`config.mk`:
```
export PLATFORM = sky130hd
export DESIGN_NAME = score_keeper
export DESIGN_NICKNAME = d
export VERILOG_FILES = /design/src/rtl/score_pkg.sv /design/src/rtl/score_keeper_sync_rise.sv /design/src/rtl/score_keeper.sv
export SDC_FILE = /design/constraint.sdc
export NUM_CORES = 1
export LEC_CHECK = 0
export BUFFER_PORTS_ARGS = -buffer_cell sky130_fd_sc_hd__buf_2
export CAP_MARGIN = 20
export CELL_PAD_IN_SITES_DETAIL_PLACEMENT = 1
export CELL_PAD_IN_SITES_GLOBAL_PLACEMENT = 2
export CORE_MARGIN = 4
export CORE_UTILIZATION = 41
export CTS_BUF_LIST = sky130_fd_sc_hd__clkbuf_8 sky130_fd_sc_hd__clkbuf_16
export CTS_CLUSTER_DIAMETER = 80
export DETAILED_ROUTE_END_ITERATION = 10
export PLACE_DENSITY_LB_ADDON = 0.25
export SETUP_SLACK_MARGIN = 0.4
export SLEW_MARGIN = 20
export SYNTH_ARGS = -nofsm -noshare
export SYNTH_HDL_FRONTEND = slang
export SYNTH_HIERARCHICAL = 1
export SYNTH_SLANG_ARGS = --single-unit
```
`constraint.sdc`:
```
create_clock -name clock -period 6.93 [get_ports clock]
set_clock_uncertainty 0.1 [all_clocks]
set_input_delay 0.3465 -clock clock [delete_from_list [all_inputs] [get_ports clock]]
set_output_delay 0.3465 -clock clock [all_outputs]
set_load 0.01 [all_outputs]
```
`src/rtl/score_pkg.sv`:
```
// score_pkg: shared types, widths and BCD helpers for the score keeper.
// Contents: state_e (RUN/LOCK/FULL), bcd_t digit pair, SCORE_W/TENS_W/ONES_W,
// DEF_MAX_SCORE, bcd_inc/bcd_dec incremental digit update functions.
package score_pkg;

    localparam int unsigned SCORE_W       = 5;
    localparam int unsigned TENS_W        = 2;
    localparam int unsigned ONES_W        = 4;
    localparam int unsigned DEF_MAX_SCORE = 30;

    typedef enum logic [1:0] {
        ST_RUN,
        ST_LOCK,
        ST_FULL
    } state_e;

    typedef struct packed {
        logic [TENS_W-1:0] tens;
        logic [ONES_W-1:0] ones;
    } bcd_t;

    // Add one to a BCD pair, carrying 9 -> 0 into tens.
    function automatic bcd_t bcd_inc(input bcd_t b);
        bcd_t r;
        r = b;
        if (b.ones == ONES_W'(9)) begin
            r.ones = '0;
            r.tens = b.tens + TENS_W'(1);
        end else begin
            r.ones = b.ones + ONES_W'(1);
        end
        return r;
    endfunction

    // Subtract one from a BCD pair, borrowing 0 -> 9 from tens.
    function automatic bcd_t bcd_dec(input bcd_t b);
        bcd_t r;
        r = b;
        if (b.ones == '0) begin
            r.ones = ONES_W'(9);
            r.tens = b.tens - TENS_W'(1);
        end else begin
            r.ones = b.ones - ONES_W'(1);
        end
        return r;
    endfunction

endpackage

```
`src/rtl/score_keeper_sync_rise.sv`:
```
// sync_rise: 2-flop synchronizer plus rising-edge detector for one async level.
// Ports: clock, reset (async, active-high), din (async level),
//        level (synchronized level), rise (one-cycle pulse on synchronized rise).
module sync_rise (
    input  logic clock,
    input  logic reset,
    input  logic din,
    output logic level,
    output logic rise
);

    logic       s1_q;
    logic       s2_q;
    logic       hist_q;
    logic [2:0] prime_q;

    // Synchronizer, edge history, and a prime shifter that fills with ones
    // once the history holds a post-reset sample.
    always_ff @(posedge clock or posedge reset) begin
        if (reset) begin
            s1_q    <= 1'b0;
            s2_q    <= 1'b0;
            hist_q  <= 1'b0;
            prime_q <= '0;
        end else begin
            s1_q    <= din;
            s2_q    <= s1_q;
            hist_q  <= s2_q;
            prime_q <= {prime_q[1:0], 1'b1};
        end
    end

    assign level = s2_q;
    // Gated by prime so a level already high at reset release is not an edge.
    assign rise  = s2_q & ~hist_q & prime_q[2];

endmodule

```
`src/rtl/score_keeper.sv`:
```
// score_keeper: saturating 0..MAX_SCORE score with binary and BCD outputs.
// Ports: clock, reset (async, active-high), hit/miss/clear (async levels),
//        score (binary), tens/ones (BCD digits), full (score at ceiling),
//        changed (one-cycle pulse after score changes).
// Build option: SCORE_PENALTY_EN enables the miss/decrement path.
module score_keeper
    import score_pkg::*;
#(
    parameter int unsigned MAX_SCORE      = DEF_MAX_SCORE,
    parameter int unsigned LOCKOUT_CYCLES = 1_000_000
) (
    input  logic               clock,
    input  logic               reset,
    input  logic               hit,
    input  logic               miss,
    input  logic               clear,
    output logic [SCORE_W-1:0] score,
    output logic [TENS_W-1:0]  tens,
    output logic [ONES_W-1:0]  ones,
    output logic               full,
    output logic               changed
);

    localparam int unsigned        CNT_W    = $clog2(LOCKOUT_CYCLES + 1);
    localparam logic [CNT_W-1:0]   CNT_LOAD = CNT_W'(LOCKOUT_CYCLES - 1);
    localparam logic [SCORE_W-1:0] MAX_S    = SCORE_W'(MAX_SCORE);
    localparam logic [SCORE_W-1:0] MAX_M1   = SCORE_W'(MAX_SCORE - 1);

    state_e             state_q, state_d;
    logic [CNT_W-1:0]   cnt_q, cnt_d;
    logic [SCORE_W-1:0] score_q, score_d;
    bcd_t               bcd_q, bcd_d;
    logic               full_q, full_d;
    logic               changed_q, changed_d;

    logic hit_rise, hit_ev, miss_ev, clr_level;
    logic unused_hit_level, unused_clr_rise;

    sync_rise u_hit (
        .clock (clock),
        .reset (reset),
        .din   (hit),
        .level (unused_hit_level),
        .rise  (hit_rise)
    );

    sync_rise u_clr (
        .clock (clock),
        .reset (reset),
        .din   (clear),
        .level (clr_level),
        .rise  (unused_clr_rise)
    );

`ifdef SCORE_PENALTY_EN
    logic miss_rise, unused_miss_level;

    sync_rise u_miss (
        .clock (clock),
        .reset (reset),
        .din   (miss),
        .level (unused_miss_level),
        .rise  (miss_rise)
    );

    // Simultaneous hit and miss cancel out.
    assign hit_ev  = hit_rise & ~miss_rise;
    assign miss_ev = miss_rise & ~hit_rise;
`else
    logic unused_miss;
    assign unused_miss = miss;
    assign hit_ev      = hit_rise;
    assign miss_ev     = 1'b0;
`endif

    // State and output registers.
    always_ff @(posedge clock or posedge reset) begin
        if (reset) begin
            state_q   <= ST_RUN;
            cnt_q     <= '0;
            score_q   <= '0;
            bcd_q     <= '0;
            full_q    <= 1'b0;
            changed_q <= 1'b0;
        end else begin
            state_q   <= state_d;
            cnt_q     <= cnt_d;
            score_q   <= score_d;
            bcd_q     <= bcd_d;
            full_q    <= full_d;
            changed_q <= changed_d;
        end
    end

    // Next-state, score and BCD update; clear overrides everything.
    always_comb begin
        state_d = state_q;
        cnt_d   = cnt_q;
        score_d = score_q;
        bcd_d   = bcd_q;

        if (clr_level) begin
            state_d = ST_RUN;
            cnt_d   = '0;
            score_d = '0;
            bcd_d   = '0;
        end else begin
            unique case (state_q)
                ST_RUN: begin
                    if (hit_ev && score_q != MAX_S) begin
                        score_d = score_q + SCORE_W'(1);
                        bcd_d   = bcd_inc(bcd_q);
                        if (score_q >= MAX_M1) begin
                            state_d = ST_FULL;
                        end else begin
                            cnt_d   = CNT_LOAD;
                            state_d = ST_LOCK;
                        end
                    end else if (miss_ev && score_q != '0) begin
                        score_d = score_q - SCORE_W'(1);
                        bcd_d   = bcd_dec(bcd_q);
                        cnt_d   = CNT_LOAD;
                        state_d = ST_LOCK;
                    end
                end
                ST_LOCK: begin
                    if (cnt_q == '0) begin
                        state_d = (score_q == MAX_S) ? ST_FULL : ST_RUN;
                    end else begin
                        cnt_d = cnt_q - CNT_W'(1);
                    end
                end
                ST_FULL: begin
                    if (miss_ev) begin
                        score_d = score_q - SCORE_W'(1);
                        bcd_d   = bcd_dec(bcd_q);
                        cnt_d   = CNT_LOAD;
                        state_d = ST_LOCK;
                    end
                end
                default: state_d = ST_RUN;
            endcase
        end

        full_d    = (score_d == MAX_S);
        changed_d = (score_d != score_q);
    end

    assign score   = score_q;
    assign tens    = bcd_q.tens;
    assign ones    = bcd_q.ones;
    assign full    = full_q;
    assign changed = changed_q;

endmodule

```
== After elaboration in Yosys (flattened, before gate mapping) ==
Cells that the tools add are included.
Cells by class
  multiplexer cells: 19
  reduce and logical (&&, ||, !) cells: 11
  eq/ne operators: 12
  $lt $le $gt $ge: 1
  bitwise operators: 3
  $add $sub $neg: 4
Operator list (number)
  20-bit two-way mux: 4
  20-bit case mux with 2 select lines: 1
  20-bit logical NOT: 1
  20-bit by 1-bit subtractor with 20-bit output (second input constant): 1
  6-bit two-way mux: 3
  5-bit two-way mux: 3
  2-bit two-way mux: 6
  3-bit by 2-bit != test with 1-bit output (second input constant): 4
  5-bit == test (second input constant): 2
  2-bit case mux with 3 select lines: 1
  3-bit AND reduction: 2
  2-bit nonzero test: 3
  5-bit by 1-bit adder with 5-bit output (second input constant): 1
  5-bit greater-or-equal comparator (second input constant): 1
  5-bit != test: 1
  5-bit != test (second input constant): 1
  4-bit by 1-bit adder with 4-bit output (second input constant): 1
  4-bit == test (second input constant): 1
  4-bit two-way mux: 1
  4-bit AND reduction: 1
  3-bit nonzero test: 1
  2-bit by 1-bit adder with 2-bit output (second input constant): 1
  1-bit bitwise AND: 2
  2-bit by 1-bit == test with 1-bit output (second input constant): 1
  6 further kinds: 6
Storage, ports and cells
  word-level logic and storage cells: 63
  bits of input ports: 5
  output and inout port bits: 13
  register bits: 43

== Longest topological paths before layout ==
  depth in word-level cells: 8
  mapped depth: 9
  mapped depth without buffers: 7

== Cells and area by module ==
Netlist, hierarchy kept.
Modules (own cells, without submodules)
  score_keeper: seq. area each 875.8 um^2, cells an instance 248, area an instance 2145.8 um^2, times used 1
  sync_rise: seq. area each 150.1 um^2, cells an instance 9, area an instance 166.4 um^2, times used 2

== Worst setup path after synthesis ==
No wires, ideal clock.
  path kind: register to register
  from: register cnt_q[0]
  to: register cnt_q[14]
  clock period less this slack: 2.201 ns
  cell stages (with the launch flop): 9
  buffers on the path: 1
  arrival time: 2.023 ns
  required time: 6.752 ns
  path slack: 4.729 ns
  setup time: 0.078 ns
  cell sequence: dfrtp_1 inv_1 ha_1 or4b_1 clkbuf_1 or4_4 a211oi_2 o21ai_1 a21oi_1
Between the ends
  word-level cells in the longest chain between the ends: 4
  elaborated cells between the ends (all ways): 7
  those cells by class: 1 x add/sub; 1 x eq/ne; 3 x mux; 2 x reduce/logical
RTL lines
  start: declaration: line score_keeper.sv:30  | logic [CNT_W-1:0] cnt_q, cnt_d;
  start signal: assignment: line score_keeper.sv:87  | cnt_q <= cnt_d;
  20-bit by 1-bit subtractor with 20-bit output: line score_keeper.sv:130  | cnt_d = cnt_q - CNT_W'(1);
  20-bit two-way mux: line score_keeper.sv:127  | if (cnt_q == '0) begin
  20-bit case mux with 2 select lines: line score_keeper.sv:108  | unique case (state_q)
  20-bit two-way mux: line score_keeper.sv:102  | if (clr_level) begin
Parallel ways exist; a longest one is shown, timed or not. The select of a mux whose other input is x is not followed.
A chain may end at the register's enable or synchronous reset.

== Worst setup path in the final report ==
Ends and elaborated chain as after synthesis.

==> run summary <==
result of the run: finished, final reports clean
Mapped Cells: 260
unrepaired setup endpoints after global routing: false
crit-path max FO: 8
final wirelength: 5.86 mm
YS warnings: 6
Flop pwr share: 0.436
H-tree depth: 2
TritonCTS sink count: 43
antenna violations before repair: 0
Crit path required time: 7.04 ns
post-route standard cell area excluding fillers: 0.00263 mm^2
Rel. slew slack: 0.389
peak supply drop: 0.0998 mV
Critical Path Max Stage Delay: 0.62 ns
WP data arrival: 2.58 ns
CP bufs+invs: 1
vias in the first global route: 2098
die width: 84.0 um
DRC viols: 0
switch share: 0.307
clock power share: 0.355
Ant. Diodes: 0
Nets: 283
Worst setup SP type: register
Max Slew Vio Count: 0
Chip Height: 84.0 um
max-cap violations: 0
Final setup violation count: 0
initial drt markers: 97
sw power: 0.000200 W
Max Freq: 406 MHz
clock root buffer: clkbuf_8
Syn Nets: 272
worst slew pin tran: 0.916 ns
Post-CTS Setup Bufs: 0
Final min period: 2.47 ns
period utilization: 0.356
Mean Syn Cell Area: 9.10 um^2
Worst path slowest cell: or4b_1
post-route setup TNS: 0 ns
Port Buf Inserts: 16
endpoint type of the worst setup path: register
DIE AREA: 0.00705 mm^2
Area Growth Syn to Fin: 10.9%
Placed Area: 0.00248 mm^2
Crit Path Category: reg -> reg
vias per cell: 5.92
Worst-path clk slew: 0.08 ns
Fill cells: 682
post_cts resized: 0
CTS buffer count: 5
cell-internal power: 0.000453 W
crit-path cells: inv_1 -> ha_1 -> or4b_1 -> or4_4 -> a211oi_2 -> o21ai_1 -> a21oi_1
TritonCTS clock tree: yes
Top delay family on crit path: simple AND/OR/NAND/NOR gates
Clock Path Buffers: 2
fraction of layout cells with a size suffix above 1: 0.118
Power Density: 249 mW/mm^2
Placeable Area: 0.00554 mm^2
Setup WS post-layout: 4.46 ns
grt total ovfl: 0
hpwl dp: 4.10 mm
Antenna Nets Post-Route: 0
first-pass GRT wire length: 10.1 mm
DRT Pass-1 Iters: 4
DR WL/cell: 17.0 um
Ports: 18
Lkg Pwr: 1.15 nW
Clock Latency Late Sink: 0.29 ns
Worst Hold Class: in -> reg
Fin. Hold Viols: 0
combinational share of power: 0.210
Row Count: 27
GRT Total Usage: 0.175
largest net degree at the start of global routing: 36
Starting Density: 0.427
mapped cell area: 0.00237 mm^2
routability congestion estimate: 0.762
Vias: 2036
Place WS: 4.49 ns
-- cells in the final DEF, fill, tap and decap left out, drive strengths merged, types with 2 or more instances in the layout --
cell type  count
xor2           3
o221a          2
a21oi         19
a32oi          2
nor3          12
buf           17
o311ai         3
and2           2
or4            6
nand4b         3
o211ai         3
nand3          7
a31oi          2
nand2         26
or3            5
nor3b          2
nand4          6
a22oi          2
dfrtp         43
ha             7
clkbuf         5
a211oi         5
a311oi         2
inv           16
o31ai          3
and4           2
a41oi          2
a21o           2
nor2b          2
nor4          10
bufinv         2
o21ai         17
nor2          17
nand2b         3
-- final timing paths --
check,slack (ns),startpoint,endpoint,cells past startpoint
setup / recovery,4.46,cnt_q[0],cnt_q[14],7
hold / removal,0.05,hit,u_hit/s1_q,1
setup reg to reg,4.46,cnt_q[0],cnt_q[14],7
hold reg to reg,0.25,u_hit/prime_q[1],u_hit/prime_q[2],0
max in group asynchronous,5.78,reset,cnt_q[9],4
min in group asynchronous,0.36,reset,u_clr/s1_q,3
-- state kept, by name, summed over array words and instances (netlist names), 2 cells and up --
name           count
ones               4
state_q            2
tens               2
score              5
u_hit/prime_q      3
cnt_q             20
-- power groups by stage --
stage	Combinational, W	Clock (W)	Sequential, W
floorplan	0.000107	0	0.000281
global placement	0.000134	0	0.000288
detailed placement	0.000137	0	0.000289
CTS	0.000138	0.000239	0.000284
global route	0.000154	0.000249	0.000287
finish	0.000137	0.000231	0.000284
-- per-layer routing --
| metal | wire [um] | global-route usage | part of all wire |
|---|---|---|---|
| met1 | 2680 | 0.217 | 0.46 |
| met2 | 3010 | 0.315 | 0.51 |
| met3 | 111 | 0.0296 | 0.019 |
| met4 | 58 | 0.0395 | 0.0099 |
| met5 | 0 | 0 | 0 |
-- metrics by stage --
step            util  hold slack, ns  total power, W  std cells
2_1_floorplan      -         -0.0123        0.000388        260
3_3_place_gp   0.448           0.118        0.000423        335
3_5_place_dp   0.448           0.124        0.000426        335
4_1_cts        0.474          0.0442        0.000661        344
5_1_grt        0.474          0.0418        0.000690        344
6_report       0.474          0.0534        0.000653        344
-- layout make-up --
type,instances,area [um^2],area share
tap,72,90.1,0.0343
clock buffer,5,68.8,0.0262
multi-input combinational,188,1170,0.447
inverter,15,56.3,0.0214
timing repair buffer,18,97.6,0.0372
sequential,43,1080,0.410
clock inverter,3,63.8,0.0243
-- worst reg2reg max path, cell delays in order, from the launching register on --
cell      delay [ns]
dfrtp_1         0.44
inv_1           0.10
ha_1            0.19
or4b_1          0.62
or4_4           0.48
a211oi_2        0.23
o21ai_1         0.09
a21oi_1         0.14
-- timing repair --
item,CTS,global route
hold endpoints to repair,8,0
hold buffers,1,0
endpoints found under the setup margin,0,0
(Power assumes the default switching activity.)
